[config.mk]
export PLATFORM = sky130hd
export DESIGN_NAME = wm_pixel_sequencer_flat
export DESIGN_NICKNAME = d
export VERILOG_FILES = /design/src/rtl/wm_pixel_sequencer_if.sv /design/src/rtl/wm_pixel_sequencer.sv /design/src/flat_wrapper.sv
export SDC_FILE = /design/constraint.sdc
export NUM_CORES = 1
export LEC_CHECK = 0
export BUFFER_PORTS_ARGS = -buffer_cell sky130_fd_sc_hd__buf_2
export CAP_MARGIN = 10
export CORE_MARGIN = 4
export CORE_UTILIZATION = 55
export CTS_CLUSTER_SIZE = 12
export DETAILED_ROUTE_END_ITERATION = 6
export PLACE_DENSITY = 0.78
export SETUP_SLACK_MARGIN = 0.1
export SYNTH_ARGS = -nofsm -noshare
export SYNTH_HDL_FRONTEND = slang
export SYNTH_SLANG_ARGS = --single-unit
[constraint.sdc]
create_clock -name clk -period 5.6 [get_ports clk]
set_input_delay 0.56 -clock clk [delete_from_list [all_inputs] [get_ports clk]]
set_output_delay 0.56 -clock clk [all_outputs]
set_load 0.01 [all_outputs]
[src/rtl/wm_pixel_sequencer_if.sv]
// Memory-port and blend-unit signal bundle for the watermark pixel sequencer.
// The master side is the sequencer. The slave side is the memory/APB
// arbitration environment and the blend unit.
interface wm_pixel_sequencer_if #(
    parameter int Data_Depth      = 8,
    parameter int amba_addr_depth = 20
);
    logic                       apb_req;
    logic                       apb_gnt;
    logic                       mem_rd_en;
    logic [amba_addr_depth-1:0] mem_addr;
    logic [Data_Depth-1:0]      mem_rdata;
    logic                       blend_start;
    logic [Data_Depth-1:0]      blend_host;
    logic [Data_Depth-1:0]      blend_wm;
    logic                       blend_done;
    logic [Data_Depth-1:0]      blend_result;

    modport master (
        input  apb_req, mem_rdata, blend_done, blend_result,
        output apb_gnt, mem_rd_en, mem_addr, blend_start, blend_host, blend_wm
    );

    modport slave (
        output apb_req, mem_rdata, blend_done, blend_result,
        input  apb_gnt, mem_rd_en, mem_addr, blend_start, blend_host, blend_wm
    );
endinterface

[src/rtl/wm_pixel_sequencer.sv]
// Visible-watermarking pixel sequencer.
// The sequencer walks an M x M host image in raster order. For pixels in the
// bottom-right N x N corner it also fetches a watermark pixel and blends the
// two. It shares one memory read port with an APB slave. The APB slave has
// priority, and a starvation counter guarantees the sequencer eventually
// gets the port.
module wm_pixel_sequencer #(
    parameter int Data_Depth      = 8,
    parameter int amba_addr_depth = 20,
    parameter int Cnt_W           = 10,
    parameter int Starve_Lim      = 4
) (
    input  logic                       clk,
    input  logic                       rst,
    input  logic                       start,
    input  logic [Cnt_W-1:0]           cfg_m,
    input  logic [Cnt_W-1:0]           cfg_n,
    input  logic [amba_addr_depth-1:0] cfg_wm_base,
    wm_pixel_sequencer_if.master       bus,
    output logic [Data_Depth-1:0]      Pixel_Data,
    output logic                       new_pixel,
    output logic                       Image_Done,
    output logic                       busy,
    output logic                       cfg_err
);

    localparam int IDX_W = 2 * Cnt_W;
    localparam int STV_W = $clog2(Starve_Lim + 1);

    typedef enum logic [2:0] {
        IDLE, H_REQ, H_CAP, W_REQ, W_CAP, BL_WAIT, EMIT, DONE
    } state_t;

    state_t                     state;
    logic [Cnt_W-1:0]           m_q;
    logic [Cnt_W-1:0]           n_q;
    logic [amba_addr_depth-1:0] base_q;
    logic [Cnt_W-1:0]           row;
    logic [Cnt_W-1:0]           col;
    logic [IDX_W-1:0]           hidx;
    logic [IDX_W-1:0]           widx;
    logic [STV_W-1:0]           starve_cnt;
    logic [Data_Depth-1:0]      host_q;
    logic [Data_Depth-1:0]      wm_q;
    logic                       blend_start_q;

    logic [Cnt_W-1:0]           region_lo;
    logic                       in_region;
    logic                       last_col;
    logic                       last_row;
    logic                       seq_req;
    logic                       starved;
    logic                       apb_gnt_c;
    logic                       seq_gnt;
    logic [amba_addr_depth-1:0] mem_addr_c;

    // Region test, raster-position flags and memory-port arbitration.
    // APB wins unless the sequencer has been denied Starve_Lim times in a row.
    // apb_gnt is gated by reset so every output reads 0 while reset is held.
    always_comb begin
        region_lo  = m_q - n_q;
        in_region  = (n_q != '0) && (row >= region_lo) && (col >= region_lo);
        last_col   = (col == m_q - Cnt_W'(1));
        last_row   = (row == m_q - Cnt_W'(1));
        seq_req    = (state == H_REQ) || (state == W_REQ);
        starved    = seq_req && (starve_cnt >= STV_W'(Starve_Lim));
        apb_gnt_c  = rst && bus.apb_req && !starved;
        seq_gnt    = seq_req && !apb_gnt_c;
        mem_addr_c = '0;
        if (seq_gnt) begin
            if (state == W_REQ) begin
                mem_addr_c = base_q + amba_addr_depth'(widx);
            end else begin
                mem_addr_c = amba_addr_depth'(hidx);
            end
        end
    end

    assign bus.apb_gnt     = apb_gnt_c;
    assign bus.mem_rd_en   = seq_gnt;
    assign bus.mem_addr    = mem_addr_c;
    assign bus.blend_start = blend_start_q;
    assign bus.blend_host  = host_q;
    assign bus.blend_wm    = wm_q;

    // Count consecutive denied request cycles. The count clears on a grant
    // or when the sequencer stops requesting.
    always_ff @(posedge clk or negedge rst) begin
        if (!rst) begin
            starve_cnt <= '0;
        end else if (seq_req && !seq_gnt) begin
            starve_cnt <= starve_cnt + STV_W'(1);
        end else begin
            starve_cnt <= '0;
        end
    end

    // Main pixel FSM. It handles fetch, optional blend, emit and raster
    // advance. All outputs are registered here.
    always_ff @(posedge clk or negedge rst) begin
        if (!rst) begin
            state         <= IDLE;
            m_q           <= '0;
            n_q           <= '0;
            base_q        <= '0;
            row           <= '0;
            col           <= '0;
            hidx          <= '0;
            widx          <= '0;
            host_q        <= '0;
            wm_q          <= '0;
            blend_start_q <= 1'b0;
            Pixel_Data    <= '0;
            new_pixel     <= 1'b0;
            Image_Done    <= 1'b0;
            busy          <= 1'b0;
            cfg_err       <= 1'b0;
        end else begin
            blend_start_q <= 1'b0;
            new_pixel     <= 1'b0;
            Image_Done    <= 1'b0;
            cfg_err       <= 1'b0;
            case (state)
                IDLE: begin
                    if (start) begin
                        if ((cfg_m == '0) || (cfg_n > cfg_m)) begin
                            cfg_err <= 1'b1;
                        end else begin
                            m_q    <= cfg_m;
                            n_q    <= cfg_n;
                            base_q <= cfg_wm_base;
                            row    <= '0;
                            col    <= '0;
                            hidx   <= '0;
                            widx   <= '0;
                            busy   <= 1'b1;
                            state  <= H_REQ;
                        end
                    end
                end
                H_REQ: begin
                    if (seq_gnt) state <= H_CAP;
                end
                H_CAP: begin
                    host_q <= bus.mem_rdata;
                    if (in_region) begin
                        state <= W_REQ;
                    end else begin
                        Pixel_Data <= bus.mem_rdata;
                        new_pixel  <= 1'b1;
                        state      <= EMIT;
                    end
                end
                W_REQ: begin
                    if (seq_gnt) state <= W_CAP;
                end
                W_CAP: begin
                    wm_q          <= bus.mem_rdata;
                    blend_start_q <= 1'b1;
                    state         <= BL_WAIT;
                end
                BL_WAIT: begin
                    if (bus.blend_done) begin
                        Pixel_Data <= bus.blend_result;
                        new_pixel  <= 1'b1;
                        state      <= EMIT;
                    end
                end
                EMIT: begin
                    hidx <= hidx + IDX_W'(1);
                    if (in_region) widx <= widx + IDX_W'(1);
                    if (last_col) begin
                        col <= '0;
                        row <= row + Cnt_W'(1);
                    end else begin
                        col <= col + Cnt_W'(1);
                    end
                    if (last_col && last_row) begin
                        Image_Done <= 1'b1;
                        state      <= DONE;
                    end else begin
                        state <= H_REQ;
                    end
                end
                DONE: begin
                    busy  <= 1'b0;
                    state <= IDLE;
                end
                default: state <= IDLE;
            endcase
        end
    end

endmodule

[src/flat_wrapper.sv]
// flat-port wrapper written by rule: the top's interface ports become plain ports
module wm_pixel_sequencer_flat 
#(
    parameter int Data_Depth      = 8,
    parameter int amba_addr_depth = 20,
    parameter int Cnt_W           = 10,
    parameter int Starve_Lim      = 4
)
  (clk, rst, start, cfg_m, cfg_n, cfg_wm_base, Pixel_Data, new_pixel, Image_Done, busy, cfg_err, bus_apb_req, bus_mem_rdata, bus_blend_done, bus_blend_result, bus_apb_gnt, bus_mem_rd_en, bus_mem_addr, bus_blend_start, bus_blend_host, bus_blend_wm);
  wm_pixel_sequencer_if #(.Data_Depth(Data_Depth), .amba_addr_depth(amba_addr_depth)) bus_i ();
  input  logic clk;
  input  logic rst;
  input  logic start;
  input  logic [Cnt_W-1:0] cfg_m;
  input  logic [Cnt_W-1:0] cfg_n;
  input  logic [amba_addr_depth-1:0] cfg_wm_base;
  output logic [Data_Depth-1:0] Pixel_Data;
  output logic new_pixel;
  output logic Image_Done;
  output logic busy;
  output logic cfg_err;
  input wire logic [$bits(bus_i.apb_req)-1:0] bus_apb_req;
  input wire logic [$bits(bus_i.mem_rdata)-1:0] bus_mem_rdata;
  input wire logic [$bits(bus_i.blend_done)-1:0] bus_blend_done;
  input wire logic [$bits(bus_i.blend_result)-1:0] bus_blend_result;
  output wire logic [$bits(bus_i.apb_gnt)-1:0] bus_apb_gnt;
  output wire logic [$bits(bus_i.mem_rd_en)-1:0] bus_mem_rd_en;
  output wire logic [$bits(bus_i.mem_addr)-1:0] bus_mem_addr;
  output wire logic [$bits(bus_i.blend_start)-1:0] bus_blend_start;
  output wire logic [$bits(bus_i.blend_host)-1:0] bus_blend_host;
  output wire logic [$bits(bus_i.blend_wm)-1:0] bus_blend_wm;
  assign bus_i.apb_req = bus_apb_req;
  assign bus_i.mem_rdata = bus_mem_rdata;
  assign bus_i.blend_done = bus_blend_done;
  assign bus_i.blend_result = bus_blend_result;
  assign bus_apb_gnt = bus_i.apb_gnt;
  assign bus_mem_rd_en = bus_i.mem_rd_en;
  assign bus_mem_addr = bus_i.mem_addr;
  assign bus_blend_start = bus_i.blend_start;
  assign bus_blend_host = bus_i.blend_host;
  assign bus_blend_wm = bus_i.blend_wm;
  wm_pixel_sequencer #(.Data_Depth(Data_Depth), .amba_addr_depth(amba_addr_depth), .Cnt_W(Cnt_W), .Starve_Lim(Starve_Lim)) u_core (.clk(clk), .rst(rst), .start(start), .cfg_m(cfg_m), .cfg_n(cfg_n), .cfg_wm_base(cfg_wm_base), .bus(bus_i), .Pixel_Data(Pixel_Data), .new_pixel(new_pixel), .Image_Done(Image_Done), .busy(busy), .cfg_err(cfg_err));
endmodule
==> summary.md <==
| Metric | Value |
|---|---|
| Worst setup endpoint | `u_core.widx[18]` |
| Clk_skew | `about 0.011 ns` |
| Pleak | `5.02 nW` |
| Vias in the first global route | `7,831` |
| Die ar. | `approximately 0.019 mm^2` |
| CP Launch Type | `register` |
| Fmax | `216 MHz` |
| CTS tree | `yes` |
| Antenna diode count | `0` |
| Root Driver | `clkbuf_16` |
| Fill count | `approximately 1,400` |
| Number of enable flip-flop cells after synthesis | `0` |
| Share of the synthesized area in the top cell type | `36.7%` |
| Sequential fraction of the synthesis area | `a little under two fifths` |
| Wire length per cell | `16.8 um` |
| Syn Area/Cell | `8.43 um^2` |
| Violated checks | `DRC` |
| Max Transition Viols Final | `0` |
| Cell Pwr Density | `around 570 mW/mm^2` |
| R2R setup slack | `0.98 ns` |
| Crit path required time | `5.95 ns` |
| Unrepaired setup endpoints after global routing | `false` |
| Post-synth top area cell | `dfrtp_1` |
| Clk buf depth | `2` |
| Initial Utilization | `55.9%` |
| # setup viols final | `0` |
| Hold crit path type | `input port to async pin` |
| Drc violations | `2` |
| Synth cell types | `67` |
| Hold Slack | `0.130 ns` |
| Post-synthesis instance total | `approximately 1,100` |
| Die Width | `137 um` |
| Combinational Power Share | `50.1%` |
| Reg2reg path depth | `16` |
| Post-synth net total | `around 1,200` |
| Initial antenna violation count | `0` |
| Seq pwr share | `30.7%` |
| Gpl congestion | `approximately 0.88` |
| FP Rows | `47` |
| Setup bufs post-CTS | `0` |
| Cell Int Power | `3.29 mW` |
| Tcrit/Tclk final | `82.5%` |
| Clock network fraction of total power | `19.2%` |
| # hold bufs at CTS | `0` |
| Cts bufs inserted | `17` |
| Layout area overhead | `14.0%` |
| Synthesized area | `~0.0092 mm^2` |
| Prevailing post-synth register cell | `dfrtp_1` |
| Reg clk slew, reported paths | `0.06 ns` |
| Critical path class | `register to register` |
| NetSw | `roughly 2.7 mW` |
| Ranking of synthesized cells by area | `dfrtp_1 (37%), nand2_1 (8.3%), ha_1 (8.2%), a21oi_1 (3.6%), o21ai_0 (3.5%)` |
| Synth cell count leaders | `nand2_1 (203), dfrtp_1 (135), nor2_1 (68)` |
| First-pass GRT wire length | `38,800 um` |
| Die height | `137 um` |
| Largest net degree at the start of global routing | `77` |
| Top Ports | `~110` |
| Fin. Hold Viols | `0` |
| Sw frac | `45.0%` |
| Antenna-violating nets left | `0` |
| Period minus WS final | `4.62 ns` |
| Sink Count | `135` |
| Maximum VDD drop | `330 uV` |
| Worst skew pair latency | `0.43 ns` |
| Post_cts resized | `0` |
| Placed cells | `~1,400` |
| CP endpoint kind | `register` |
| Total GRT Usage | `about a quarter` |
| Rel. slew slack | `27.0%` |
| FF-to-FF Start | `u_core.m_q[0]` |
| H-tree depth | `4` |
| Crit path from | `u_core.m_q[0]` |
| Post-Route WL | `between 20,000 and 25,000 um` |
| Status | `complete, but fails checks` |
| Total global routing overflow | `0` |
| Number of synthesized register bits | `between 100 and 150` |
| Reg-to-Reg End | `u_core.widx[18]` |
| DR vias/cell | `5.98` |
| Initial DRC Count | `656` |
| Most common cell in the netlist | `nand2_1` |
| Vias | `8,444` |
| Pwr Total | `between 5 and 6 mW` |
| Final net count | `1,301` |
| Data arrival, critical path | `roughly 5.0 ns` |
| Share of layout cells above drive strength 1 | `15.2%` |
| Setup_tns | `0 ns` |
| Buffers added on ports | `111` |
| # Max-Cap Violations | `0` |
| Worst Path Max Fanout | `40` |
| Dpl hpwl | `17,100 um` |
| Synth warnings | `0` |
| Asr flop ratio synth | `100%` |
| Finished Layout Cells | `1,411` |
| DRT Pass-1 Iters | `7` |
| Worst slew pin tran | `1.09 ns` |
| Core box area | `0.0165 mm^2` |
-- layer usage --
layer  global-route usage, %  share of wire, %
met5                       0                 0
met4                    7.71               1.6
met3                    4.49               6.9
met2                    39.3                45
met1                    37.4                47
-- logic make-up (layout without fill, tap and decap cells) --
group                    Yosys count  in the layout  synth area share (%)
AO/OA/AOI/OAI                    230            230                  15.4
XOR/XNOR                          63             63                  6.61
adder cells (fa/ha/maj)           62             62                  8.59
buffers and inverters             96            196                  4.13
flip-flops                       135            135                  36.7
multiplexers                      23             23                  2.61
AND/OR/NAND/NOR                  482            482                  25.9
-- power by group through the flow --
| stage | registers (mW) | logic, mW | clock network, mW |
|---|---|---|---|
| CTS | 1.83 | 2.98 | 1.16 |
| global route | 1.89 | 3.39 | 1.21 |
| floorplan | 1.69 | 2.29 | 0 |
| detailed placement | 1.83 | 2.96 | 0 |
| finish | 1.84 | 3.00 | 1.15 |
| global placement | 1.83 | 2.89 | 0 |
-- how the worst min path moves through the flow --
| stage | startpoint | to | slack, ns |
|---|---|---|---|
| floorplan | rst | u_core.Image_Done | 0.26 |
| global placement | u_core.starve_cnt[2] | u_core.starve_cnt[2] | 0.42 |
| detailed placement | u_core.starve_cnt[2] | u_core.starve_cnt[2] | 0.43 |
| CTS | rst | u_core.hidx[12] | 0.14 |
| global route | rst | u_core.col[2] | 0.18 |
| finish | rst | u_core.col[3] | 0.13 |
-- state kept, by name, indices dropped and copies added (netlist names), 3 cells and up --
signal and flops:
u_core.bus.blend_host 8, u_core.hidx 20, u_core.Pixel_Data 8, u_core.state 3
u_core.row 10, u_core.starve_cnt 3, u_core.col 10, u_core.base_q 20
u_core.widx 20, u_core.bus.blend_wm 8, u_core.m_q 10, u_core.n_q 10
-- worst max-delay path, cell delays in order (launching register included) --
cell	delay, ns
dfrtp_1	0.44
inv_1	0.12
ha_1	0.16
inv_1	0.05
fa_1	0.41
a211oi_1	0.34
o21bai_1	0.13
a21oi_1	0.19
xor2_1	0.25
ha_1	0.28
o21ai_0	0.18
a21oi_1	0.05
or3_1	0.33
a2111oi_0	0.50
or2_2	0.68
or4_1	0.25
mux2i_1	0.18
-- placed cells by master, fill, tap and decap left out, drive strengths merged, types with 13 or more instances in the layout --
master	Yosys	routed
nand2	203	203
dfrtp	135	135
buf	12	118
nor2	69	69
a21oi	67	67
o21ai	65	65
ha	60	60
inv	45	49
nand3	41	41
xor2	33	33
and3	28	28
nand4	27	27
xnor2	26	26
nor3	24	24
clkbuf	38	20
nand2b	18	18
or3	18	18
mux2i	15	15
a21o	13	13
-- metrics by stage --
step           area [um^2]  worst slack, ns  util (%)
2_1_floorplan         9200             1.49         -
3_3_place_gp          9890             1.21      60.0
6_report             10500            0.979      63.7
4_1_cts              10500            0.992      63.7
3_5_place_dp          9890             1.02      60.0
5_1_grt              10500            0.596      63.7
-- layout make-up --
type / count / area, um^2 / area share, %
clock inverters: 12 / 140 / 1.34
inverters: 46 / 173 / 1.65
flip-flops and latches: 135 / 3380 / 32.2
multi-input cells: 860 / 5450 / 51.9
clock buffers: 20 / 467 / 4.45
well taps: 220 / 275 / 2.62
repair buffers: 118 / 614 / 5.85
Note: power is estimated with default switching activity, not from simulation.
